$ cat src/rtl/pricing_pkg.sv
// ----------------------------------------------------------------------------
// pricing_pkg
//   Shared constants, state encodings and a small helper for the pricing
//   path-consumption stage.
//   - DW / N_PATH / N_DAY / ACC_W : datapath and run-length constants
//   - top_state_t                 : encodings of the top-level controller state
//   - acc_state_t                 : encodings of the day-accumulator FSM
//   - pos_diff()                  : unsigned max(x - k, 0) payoff term
// ----------------------------------------------------------------------------
package pricing_pkg;

    localparam int DW     = 12;   // sample / strike width (8 int . 4 frac)
    localparam int N_PATH = 256;  // samples per day per pass
    localparam int N_DAY  = 64;   // days per run
    localparam int ACC_W  = 32;   // holds N_PATH * (2^DW-1)^2 without overflow
    localparam int CNT_W  = 9;    // sample counter width
    localparam int DAY_W  = 6;    // day counter width (0..N_DAY-1)
    localparam int PROD_W = 2 * DW;

    // Top-level controller states; this block is only active in S_PRICING.
    typedef enum logic [1:0] {
        S_IDLE    = 2'd0,
        S_PARAM   = 2'd1,
        S_SOBOL   = 2'd2,
        S_PRICING = 2'd3
    } top_state_t;

    // Day accumulator FSM: REG is the regression pass, PRICE the pricing pass.
    typedef enum logic [1:0] {
        IDLE  = 2'd0,
        REG   = 2'd1,
        PRICE = 2'd2,
        DONE  = 2'd3
    } acc_state_t;

    // Call payoff of one path sample against the strike, unsigned.
    function automatic logic [DW-1:0] pos_diff(input logic [DW-1:0] x,
                                               input logic [DW-1:0] k);
        return (x > k) ? (x - k) : '0;
    endfunction

endpackage

$ cat src/rtl/pricing_mac.sv
// ----------------------------------------------------------------------------
// pricing_mac
//   Compare / square / accumulate datapath for one pass of path samples.
//   Holds the three running sums and also exposes their next values so the
//   parent can capture the final totals on the same edge that clears them.
// Ports
//   clk, rst_n   clock, asynchronous active-low reset
//   clr          clear all accumulators (has priority over acc_en)
//   acc_en       add the current sample
//   price_mode   0: regression pass (moments always), 1: pricing pass
//                (moments only for in-the-money samples)
//   k            strike
//   x            path sample
//   acc_x/xx/pay current accumulator values
//   nxt_x/xx/pay accumulator values after this cycle's sample (if acc_en)
// ----------------------------------------------------------------------------
import pricing_pkg::*;

module pricing_mac (
    input  logic             clk,
    input  logic             rst_n,
    input  logic             clr,
    input  logic             acc_en,
    input  logic             price_mode,
    input  logic [DW-1:0]    k,
    input  logic [DW-1:0]    x,
    output logic [ACC_W-1:0] acc_x,
    output logic [ACC_W-1:0] acc_xx,
    output logic [ACC_W-1:0] acc_pay,
    output logic [ACC_W-1:0] nxt_x,
    output logic [ACC_W-1:0] nxt_xx,
    output logic [ACC_W-1:0] nxt_pay
);

    logic              itm;
    logic              add_moments;
    logic [PROD_W-1:0] x_ext;
    logic [PROD_W-1:0] prod;
    logic [DW-1:0]     pay;

    // NOTE: combinational blocks assign every output a default first so no
    // path through the block leaves a signal unassigned (which would infer a latch).
    always_comb begin
        itm         = 1'b0;
        add_moments = 1'b0;
        x_ext       = '0;
        prod        = '0;
        pay         = '0;
        nxt_x       = acc_x;
        nxt_xx      = acc_xx;
        nxt_pay     = acc_pay;

        itm         = (x > k);
        // Pricing pass conditions the moments on the sample being in-the-money.
        add_moments = !price_mode || itm;
        // Zero-extend before multiplying so the full 24-bit square is kept.
        x_ext       = {{DW{1'b0}}, x};
        prod        = x_ext * x_ext;
        pay         = pos_diff(x, k);

        if (acc_en) begin
            nxt_pay = acc_pay + ACC_W'(pay);
            if (add_moments) begin
                nxt_x  = acc_x  + ACC_W'(x);
                nxt_xx = acc_xx + ACC_W'(prod);
            end
        end
    end

    // NOTE: sequential state is updated with non-blocking assignments so every
    // register samples the pre-edge values, independent of statement order.
    always_ff @(posedge clk or negedge rst_n) begin
        if (!rst_n) begin
            acc_x   <= '0;
            acc_xx  <= '0;
            acc_pay <= '0;
        end else if (clr) begin
            acc_x   <= '0;
            acc_xx  <= '0;
            acc_pay <= '0;
        end else begin
            acc_x   <= nxt_x;
            acc_xx  <= nxt_xx;
            acc_pay <= nxt_pay;
        end
    end

endmodule

$ cat src/rtl/pricing_day_accum.sv
// ----------------------------------------------------------------------------
// pricing_day_accum
//   Path-consumption stage of the pricing phase. Each day is streamed twice
//   (regression pass, then pricing pass) as N_PATH samples. Per-pass sums are
//   published with a one-cycle stat_valid pulse, and resend asks the source to
//   replay the day (after pass 0) or send the next day (after pass 1). After
//   the last day's pricing pass, done is raised and held.
// Ports
//   clk, rst_n   clock, asynchronous active-low reset
//   en           high while the top controller is in S_PRICING
//   k_in         strike, stable while en = 1
//   in_valid/in  path sample stream, no back-pressure
//   resend       1-cycle replay / next-day request
//   stat_valid   1-cycle strobe for pass / day_idx / sum_*
//   pass         0 = regression, 1 = pricing (pass the stats belong to)
//   day_idx      day of the presented stats
//   sum_x        sum of x
//   sum_xx       sum of x*x
//   sum_pay      sum of max(x - k_in, 0)
//   done         held high after the final pricing pass
// ----------------------------------------------------------------------------
import pricing_pkg::*;

module pricing_day_accum (
    input  logic             clk,
    input  logic             rst_n,
    input  logic             en,
    input  logic [DW-1:0]    k_in,
    input  logic             in_valid,
    input  logic [DW-1:0]    in,
    output logic             resend,
    output logic             stat_valid,
    output logic             pass,
    output logic [DAY_W-1:0] day_idx,
    output logic [ACC_W-1:0] sum_x,
    output logic [ACC_W-1:0] sum_xx,
    output logic [ACC_W-1:0] sum_pay,
    output logic             done
);

    acc_state_t       state;
    logic [CNT_W-1:0] cnt;
    logic [DAY_W-1:0] day;

    logic             accept;
    logic             last_smp;
    logic             last_day;
    logic             mac_clr;

    logic [ACC_W-1:0] acc_x, acc_xx, acc_pay;
    logic [ACC_W-1:0] nxt_x, nxt_xx, nxt_pay;

    always_comb begin
        accept   = 1'b0;
        last_smp = 1'b0;
        last_day = 1'b0;
        mac_clr  = 1'b0;

        // The sample arriving alongside resend is dropped: the source is
        // restarting its stream on that cycle.
        accept   = en && in_valid && !resend && (state == REG || state == PRICE);
        last_smp = accept && (cnt == CNT_W'(N_PATH - 1));
        last_day = (day == DAY_W'(N_DAY - 1));
        // Final sums are captured from the mac's next values on the same edge
        // that clears it, so the next pass starts from zero with no gap cycle.
        mac_clr  = !en || last_smp;
    end

    pricing_mac u_mac (
        .clk        (clk),
        .rst_n      (rst_n),
        .clr        (mac_clr),
        .acc_en     (accept),
        .price_mode (state == PRICE),
        .k          (k_in),
        .x          (in),
        .acc_x      (acc_x),
        .acc_xx     (acc_xx),
        .acc_pay    (acc_pay),
        .nxt_x      (nxt_x),
        .nxt_xx     (nxt_xx),
        .nxt_pay    (nxt_pay)
    );

    always_ff @(posedge clk or negedge rst_n) begin
        if (!rst_n) begin
            state      <= IDLE;
            cnt        <= '0;
            day        <= '0;
            resend     <= 1'b0;
            stat_valid <= 1'b0;
            pass       <= 1'b0;
            day_idx    <= '0;
            sum_x      <= '0;
            sum_xx     <= '0;
            sum_pay    <= '0;
            done       <= 1'b0;
        end else begin
            // Strobes default low; published values hold unless overwritten.
            resend     <= 1'b0;
            stat_valid <= 1'b0;

            if (!en) begin
                state <= IDLE;
                cnt   <= '0;
                day   <= '0;
            end else begin
                case (state)
                    IDLE: begin
                        state <= REG;
                        done  <= 1'b0;  // a new run starts
                    end

                    REG, PRICE: begin
                        if (last_smp) begin
                            cnt        <= '0;
                            stat_valid <= 1'b1;
                            pass       <= (state == PRICE);
                            day_idx    <= day;
                            sum_x      <= nxt_x;
                            sum_xx     <= nxt_xx;
                            sum_pay    <= nxt_pay;
                            if (state == REG) begin
                                state  <= PRICE;
                                resend <= 1'b1;
                            end else if (last_day) begin
                                state  <= DONE;
                                done   <= 1'b1;
                            end else begin
                                state  <= REG;
                                day    <= day + 1'b1;
                                resend <= 1'b1;
                            end
                        end else if (accept) begin
                            cnt <= cnt + 1'b1;
                        end
                    end

                    DONE: begin
                        state <= DONE;
                    end

                    default: state <= IDLE;
                endcase
            end
        end
    end

endmodule

$ cat config.mk
export PLATFORM = sky130hd
export DESIGN_NAME = pricing_day_accum
export DESIGN_NICKNAME = d
export VERILOG_FILES = /design/src/rtl/pricing_pkg.sv /design/src/rtl/pricing_mac.sv /design/src/rtl/pricing_day_accum.sv
export SDC_FILE = /design/constraint.sdc
export NUM_CORES = 1
export LEC_CHECK = 0
export ABC_AREA = 1
export CORE_ASPECT_RATIO = 0.75
export CORE_MARGIN = 1
export CORE_UTILIZATION = 40
export DETAILED_ROUTE_END_ITERATION = 10
export GPL_TIMING_DRIVEN = 0
export PLACE_DENSITY = 0.6
export SLEW_MARGIN = 10
export SYNTH_ARGS = -nofsm -noshare
export SYNTH_HDL_FRONTEND = slang
export SYNTH_SLANG_ARGS = --single-unit
$ cat constraint.sdc
create_clock -name clk -period 3.8 [get_ports clk]
set_input_delay 0.57 -clock clk [delete_from_list [all_inputs] [get_ports clk]]
set_output_delay 0.57 -clock clk [all_outputs]
set_load 0.01 [all_outputs]
==> results of run 1 <==
[cell type report]
cell class	instances	area share (%)
plain buffers	64	2.475
multi-input cells	1567	49.10
clock buffers	36	3.467
well taps	561	3.162
flip-flops and latches	219	24.69
inverters	403	6.883
clock inverters	10	0.5073
repair buffers	207	9.713
[registers in the layout, indices dropped and copies added (netlist names), 2 cells and up]
signal	cells
sum_pay	32
sum_x	32
sum_xx	32
u_mac.acc_pay	32
u_mac.acc_x	32
u_mac.acc_xx	32
cnt	9
day	6
day_idx	6
state	2
[worst max path at each step]
stage	end	slack (ns)	start	cells past startpoint
after floorplan	sum_xx[16]$_DFFE_PN0P_	-0.81	in[3]	22
after global placement	sum_xx[7]$_DFFE_PN0P_	-7.60	rst_n	1
after detailed placement	sum_xx[31]$_DFFE_PN0P_	-2.62	in[9]	22
after CTS	sum_xx[31]$_DFFE_PN0P_	-0.81	in[6]	23
after global routing	sum_xx[30]$_DFFE_PN0P_	-1.0	in[6]	25
final	sum_xx[16]$_DFFE_PN0P_	-0.88	in[8]	23
[logic make-up after synthesis]
logic type                 count (synthesis)  share of synthesized area [%]
AOI/OAI and AO/OA                        251                          7.961
xor gates and xnor gates                  58                          3.018
buffers and inverters                    468                          10.76
and+or+nand+nor                         1045                          25.35
adders and majority gates                211                          20.23
DFF                                      219                          32.56
muxes                                      2                         0.1189
[metal layers]
metal  vias up  wire, um
met5         -         0
met3        87      3883
met2       408     23330
li1       7453         -
met4         0      1753
met1      7493     27730
[stage by stage]
stage	hold slack, ns	total power, mW	setup slack (ns)	TNS, ns
3_5_place_dp	0.4647	10.56	-2.621	-204.26
2_1_floorplan	0.2744	8.516	-0.8073	-35.88
4_1_cts	0.4740	15.73	-0.8127	-33.75
5_1_grt	0.4961	18.03	-0.9981	-45.19
3_3_place_gp	0.4597	10.51	-7.600	-1856.30
6_report	0.4770	17.06	-0.8827	-38.25
[worst register-to-register path: cells and delay by family (launching register included)]
family	cells	cell delay, ns
flops	1	0.43
simple gates	7	0.71
fa+ha+maj	5	2.34
buf+inv	4	0.29
compound gates	2	0.30
[power groups by stage]
| stage | logic [mW] | registers [mW] | clock network [mW] |
|---|---|---|---|
| floorplan | 6.00 | 2.51 | 0 |
| global placement | 7.97 | 2.54 | 0 |
| detailed placement | 8.02 | 2.53 | 0 |
| CTS | 10.6 | 2.50 | 2.67 |
| global route | 12.8 | 2.51 | 2.74 |
| finish | 11.9 | 2.50 | 2.61 |
[cells in the mapped netlist (4+ instances only)]
master and n:
nand2_1 661, inv_1 395, dfrtp_1 219, nor2_1 193
o21ai_0 133, ha_1 109, fa_1 102, nand3_1 91
a21oi_1 78, clkbuf_1 42, nand4_1 38, xor2_1 32
nor3_1 26, xnor2_1 26, buf_2 16, or2_2 12
o21ai_1 11, nand3b_1 8, nor4_1 8, o21bai_1 8
inv_2 7, and2_1 4
[repair_timing]
| item | in CTS | in global routing |
|---|---|---|
| gates resized for setup | 276 | 122 |
| cloned | 1 | 0 |
| hold buffers | 1 | 0 |
| endpoints found under the setup margin | 118 | 107 |
| pin swaps | 84 | 80 |
| endpoints found under the hold margin | 56 | 0 |
| setup buffers | 50 | 21 |
==> impl_metrics.csv, run 1 <==
group,metric,value,unit
outcome,outcome,"finished with violations",
outcome,violations,"negative setup slack",
setup_path,cp_max_fo,6,
yosys,synth_cell_types,43,
grt,grt_util_all_layers,26.94,%
setup_path,crit_slowest_cell,"fa_1",
yosys,synth.area.top_cells,"dfrtp_1 (33%), nand2_1 (15%), fa_1 (12%)",
detailed_routing,first_pass_iters,8,
setup_path,crit_path_start_kind,"primary input",
setup_path,crit_required,4.22,ns
sta,fmax,213.6,MHz
sta,min_period,4.683,ns
yosys,syn_area_per_cell,7.468,um2
finish,nNetsFinal,2727,
finish,n_fill_cell,3896,
cts,cts_tree,"built",
yosys,async_reset_ff_share,100.0,%
floorplanning,rows,64,
grt,busiest_layer,"met1",
power,p_leak,11.10,nW
cts,cts_buffers,26,
sta,relSlewSlack,36.51,%
power,intPower,8.996,mW
setup_path,worstPathCellList,"buf_12 > clkbuf_16 > nand2_4 > inv_2 > fa_1 > inv_2 > fa_1 > inv_1 > fa_1 > fa_1 > inv_1 > fa_1 > inv_2 > ha_4 > nand2_4 > inv_2 > a21oi_4 > o21bai_4 > o21a_1 > nor2_2 > nand2_1 > o211ai_1 > nand2_1",
grt,met2_usage,38.84,%
power,p_switching,8.060,mW
floorplanning,coreArea,41160,um2
setup_path,crit_path_end_kind,"register",
finish,drive_gt1_share,18.48,%
power,pwr-share-clk,15.3,%
placement,routabilityCongestion,0.9354,
setup_path,crit_top_cell,"fa_1",
finish,multiInputGateArea,10900,um2
sta,timing.final.crit_share,123.2,%
grt,grt-ovfl-total,0,
floorplanning,initial_core_util,40.90,%
cts,clkTransAtPathRegs,0.06,ns
cts,cts_max_path_buffers,3,
detailed_routing,avgRoutedWirePerCell,18.49,um
finish,syn_to_final_growth,31.87,%
yosys,synth_ff_type,"dfrtp_1",
floorplanning,design.die.area,42910,um2
setup_path,critPathMaxStageDelay,0.56,ns
yosys,yosysWarnings,0,
grt,grt_max_degree,103,
sta,finalWorstSetupSlack,-0.8827,ns
cts,htreeDepth,1,
yosys,syn_nets,2493,
power,pwr-share-comb,70.0,%
setup_path,r2r_slack,-0.40,ns
worst_hold_path,min_to,"sum_xx[25]$_DFFE_PN0P_",
detailed_routing,vias_per_cell,5.035,
finish,postLayoutCellArea,22200,um2
run,max-cap-violations,0,
grt,grtUsageMet1,40.22,%
setup_path,cp_top_family,"adder cells",
detailed_routing,vias,15441,
worst_hold_path,hp-start,"sum_xx[25]$_DFFE_PN0P_",
setup_path,crit_type,"in2reg",
floorplanning,die_w,238.9,um
finish,diodes,0,
detailed_routing,post-route-drc-count,0,
setup_path,r2r_cells,18,
yosys,synth_area,16830,um2
cts,clock_latency,0.56,ns
yosys,synth_edf_count,0,
finish,regArea,5480,um2
sta,skew,0.01715,ns
yosys,ys_ff_latch,219,
finish,stdcell_count,3067,
placement,dp_hpwl,43310,um
sta,setup_violations,52,
yosys,synth_cells,2254,
detailed_routing,wirelength,56700,um
sta,hold_viol,0,
placement,placed_cell_area,19510,um2
placement,dp_cells,2950,
grt,grt_pass1_wl,88630,um
power,p_per_area,768.4,nW/um2
setup_path,r2r-start,"u_mac.acc_xx[12]$_DFF_PN0_",
placement,io_buffers,133,
grt,antenna_found_initial,0,
yosys,ys_seq_area_share,32.56,%
floorplanning,die_h,179.7,um
sta,worst_slew_pin_slew,0.9523,ns
detailed_routing,drtIter0Drc,1073,
floorplanning,ios,134,
setup_path,rr_endpoint,"sum_xx[30]$_DFFE_PN0P_",
yosys,synth_top_area_share,32.56,%
worst_hold_path,hp-class,"reg2reg",
setup_path,critical_path_arrival,5.10,ns
sta,slew_viol_final,0,
grt,use_met3,5.774,%
detailed_routing,antenna_left,0,
yosys,synth_largest_area_cell,"dfrtp_1",
power,ir_worst_vdd,1.171,mV
finish,postLayoutCoreUtil,53.93,%
sta,rsz0062_at_grt,"true",
finish,layout_common_cells,"nand2_1 (577), inv_1 (349), dfrtp_1 (219), nor2_1 (167), clkdlybuf4s50_1 (119)",
power,p_sw_share,47.26,%
setup_path,crit_buf_inv,8,
grt,first_global_vias,15465,
cts,clkSinkCount,219,
finish,final_common_cell,"nand2_1",
worst_hold_path,min_path_cells,2,
cts,clock-root-buffer,"clkbuf_16",
power,pwr-share-seq,14.6,%
Power figures use the tool's default switching activity.
==> inputs of run 2 (changes only) <==
--- a/config.mk
+++ b/config.mk
@@ -12,7 +12,7 @@
 export DETAILED_ROUTE_END_ITERATION = 10
 export GPL_TIMING_DRIVEN = 0
 export PLACE_DENSITY = 0.6
-export SLEW_MARGIN = 10
+export SLEW_MARGIN = 20
 export SYNTH_ARGS = -nofsm -noshare
 export SYNTH_HDL_FRONTEND = slang
 export SYNTH_SLANG_ARGS = --single-unit
==> run 2 against run 1 <==
Compared with the run above: the run still ends with negative setup slack left; register-to-register slack about the same; clock-buffer cell count down 1; sequential share of layout area down 0.069 points; final cell count up 0.13%; sequential power about the same; combinational power about the same; worst setup slack better by 0.029 ns; hold slack worse by 0.0033 ns; non-clock buffer count up 6; core utilization up 0.15 points; critical path type unchanged.
==> impl_metrics.csv, run 2 (synthesis results as in run 1) <==
group,metric,value,unit
outcome,outcome,"finished with violations",
outcome,violations,"negative setup slack",
cts,cts_tree,"built",
setup_path,crit_buf_inv,8,
detailed_routing,avgRoutedWirePerCell,18.59,um
power,p_switching,8.133,mW
finish,nNetsFinal,2732,
setup_path,r2r_cells,17,
detailed_routing,vias_per_cell,5.084,
sta,rsz0062_at_grt,"true",
power,p_per_area,760.7,nW/um2
setup_path,worstPathCellList,"buf_12 > clkbuf_16 > nand2_4 > inv_2 > fa_1 > inv_1 > fa_1 > inv_1 > fa_1 > fa_1 > inv_1 > fa_1 > inv_2 > ha_4 > nand2_4 > inv_2 > a21oi_4 > o21bai_4 > o21a_1 > nor2_2 > nand2_1 > o211ai_1 > nand2_1",
sta,relSlewSlack,33.34,%
run,max-cap-violations,0,
detailed_routing,antenna_left,0,
cts,clock_latency,0.56,ns
setup_path,crit_top_cell,"fa_1",
finish,layout_common_cells,"nand2_1 (573), inv_1 (341), dfrtp_1 (219), nor2_1 (167), clkdlybuf4s50_1 (119)",
floorplanning,rows,64,
detailed_routing,first_pass_iters,5,
finish,syn_to_final_growth,32.24,%
sta,hold_viol,0,
cts,clock-root-buffer,"clkbuf_16",
floorplanning,die_h,179.7,um
cts,htreeDepth,1,
power,intPower,8.800,mW
setup_path,critical_path_arrival,5.07,ns
sta,skew,0.02404,ns
sta,setup_violations,52,
sta,fmax,214.9,MHz
finish,final_common_cell,"nand2_1",
finish,n_fill_cell,3873,
cts,cts_buffers,25,
sta,min_period,4.653,ns
grt,antenna_found_initial,0,
setup_path,crit_type,"in2reg",
setup_path,cp_max_fo,7,
power,pwr-share-comb,70.3,%
grt,grt_max_degree,94,
detailed_routing,vias,15614,
sta,worst_slew_pin_slew,0.9999,ns
grt,grt-ovfl-total,0,
worst_hold_path,hp-class,"reg2reg",
setup_path,crit_required,4.22,ns
sta,timing.final.crit_share,122.5,%
finish,multiInputGateArea,10900,um2
placement,io_buffers,133,
floorplanning,die_w,238.9,um
finish,regArea,5480,um2
setup_path,crit_slowest_cell,"fa_1",
power,pwr-share-seq,14.8,%
setup_path,rr_endpoint,"sum_xx[16]$_DFFE_PN0P_",
floorplanning,initial_core_util,40.90,%
placement,routabilityCongestion,0.9354,
grt,grt_pass1_wl,88990,um
detailed_routing,wirelength,57080,um
cts,clkTransAtPathRegs,0.06,ns
grt,grt_util_all_layers,26.87,%
floorplanning,design.die.area,42910,um2
floorplanning,coreArea,41160,um2
sta,slew_viol_final,0,
finish,drive_gt1_share,18.76,%
setup_path,critPathMaxStageDelay,0.56,ns
placement,pre_cts_ws,-2.625,ns
floorplanning,ios,134,
setup_path,cp_top_family,"adder cells",
finish,postLayoutCoreUtil,54.08,%
finish,diodes,0,
setup_path,crit_path_start_kind,"primary input",
power,pwr-share-clk,14.9,%
cts,clkSinkCount,219,
setup_path,worst-path-stages,23,
setup_path,crit_start,"in[8]",
power,p_sw_share,48.03,%
setup_path,r2r_slack,-0.40,ns
power,ir_worst_vdd,1.128,mV
grt,first_global_vias,15490,
detailed_routing,drtIter0Drc,1154,
setup_path,r2r-start,"u_mac.acc_xx[13]$_DFF_PN0_",
detailed_routing,post-route-drc-count,0,
placement,dp_hpwl,43460,um
sta,finalWorstSetupSlack,-0.8533,ns
cts,cts_max_path_buffers,3,
setup_path,endpoint,"sum_xx[16]$_DFFE_PN0P_",
power,p_leak,11.10,nW
setup_path,crit_path_end_kind,"register",
==> run 2: worst min-delay path by stage <==
stage / from / end / slack (ns) / cells past startpoint
after floorplan: rst_n / cnt[0]$_DFFE_PN0P_ / 0.27 / 0
after global placement: sum_xx[16]$_DFFE_PN0P_ / sum_xx[16]$_DFFE_PN0P_ / 0.46 / 2
after detailed placement: sum_xx[10]$_DFFE_PN0P_ / sum_xx[10]$_DFFE_PN0P_ / 0.46 / 2
after CTS: in[0] / u_mac.acc_x[0]$_DFF_PN0_ / 0.47 / 4
after global routing: sum_xx[25]$_DFFE_PN0P_ / sum_xx[25]$_DFFE_PN0P_ / 0.50 / 2
final: sum_xx[28]$_DFFE_PN0P_ / sum_xx[28]$_DFFE_PN0P_ / 0.47 / 2
==> run 2: what timing repair did <==
action,4_1_cts,5_1_grt
cloned,1,0
endpoints found under the hold margin,32,0
pin swaps,76,83
resized for setup,244,167
setup buffers,49,30
hold buffers,1,0
endpoints found under the setup margin,118,106
==> run 2: per-stage QoR <==
step	total power, mW	TNS (ns)	cell area [um2]	cells	hold WS [ns]
3_3_place_gp	10.51	-1856.30	19440	2948	0.4597
6_report	16.93	-37.36	22260	3071	0.4737
2_1_floorplan	8.516	-35.88	17410	2254	0.2744
3_5_place_dp	10.57	-203.74	19510	2950	0.4614
5_1_grt	17.86	-44.37	22260	3071	0.4959
4_1_cts	14.86	-32.94	21410	3044	0.4696
==> run 2: layer usage <==
metal	vias to the layer above	share of wire (%)	GRT usage (%)
met1	7615	49	41.70
met5	-	0	0
met2	462	42	39.52
li1	7462	-	-
met4	0	2.3	6.385
met3	75	6.5	3.087
==> run 2: area by class of cell <==
cell class | instances | area share, %
well taps | 561 | 3.153
clock buffers | 35 | 3.294
flip-flops and latches | 219 | 24.62
inverters | 403 | 6.852
plain buffers | 64 | 2.468
clock inverters | 9 | 0.5171
multi-input cells | 1567 | 48.97
repair buffers | 213 | 10.12
==> run 2: power groups by stage <==
stage	clock network, mW	registers, mW	logic (mW)
4_1_cts	2.58	2.50	9.79
3_5_place_dp	0	2.53	8.04
3_3_place_gp	0	2.54	7.97
5_1_grt	2.65	2.51	12.7
2_1_floorplan	0	2.51	6.00
6_report	2.53	2.50	11.9
==> run 2: tightest hold or removal path: cells and delay by family (launching register included) <==
| kind | cells | cell delay [ns] |
|---|---|---|
| simple gates | 2 | 0.10 |
| flops | 1 | 0.34 |
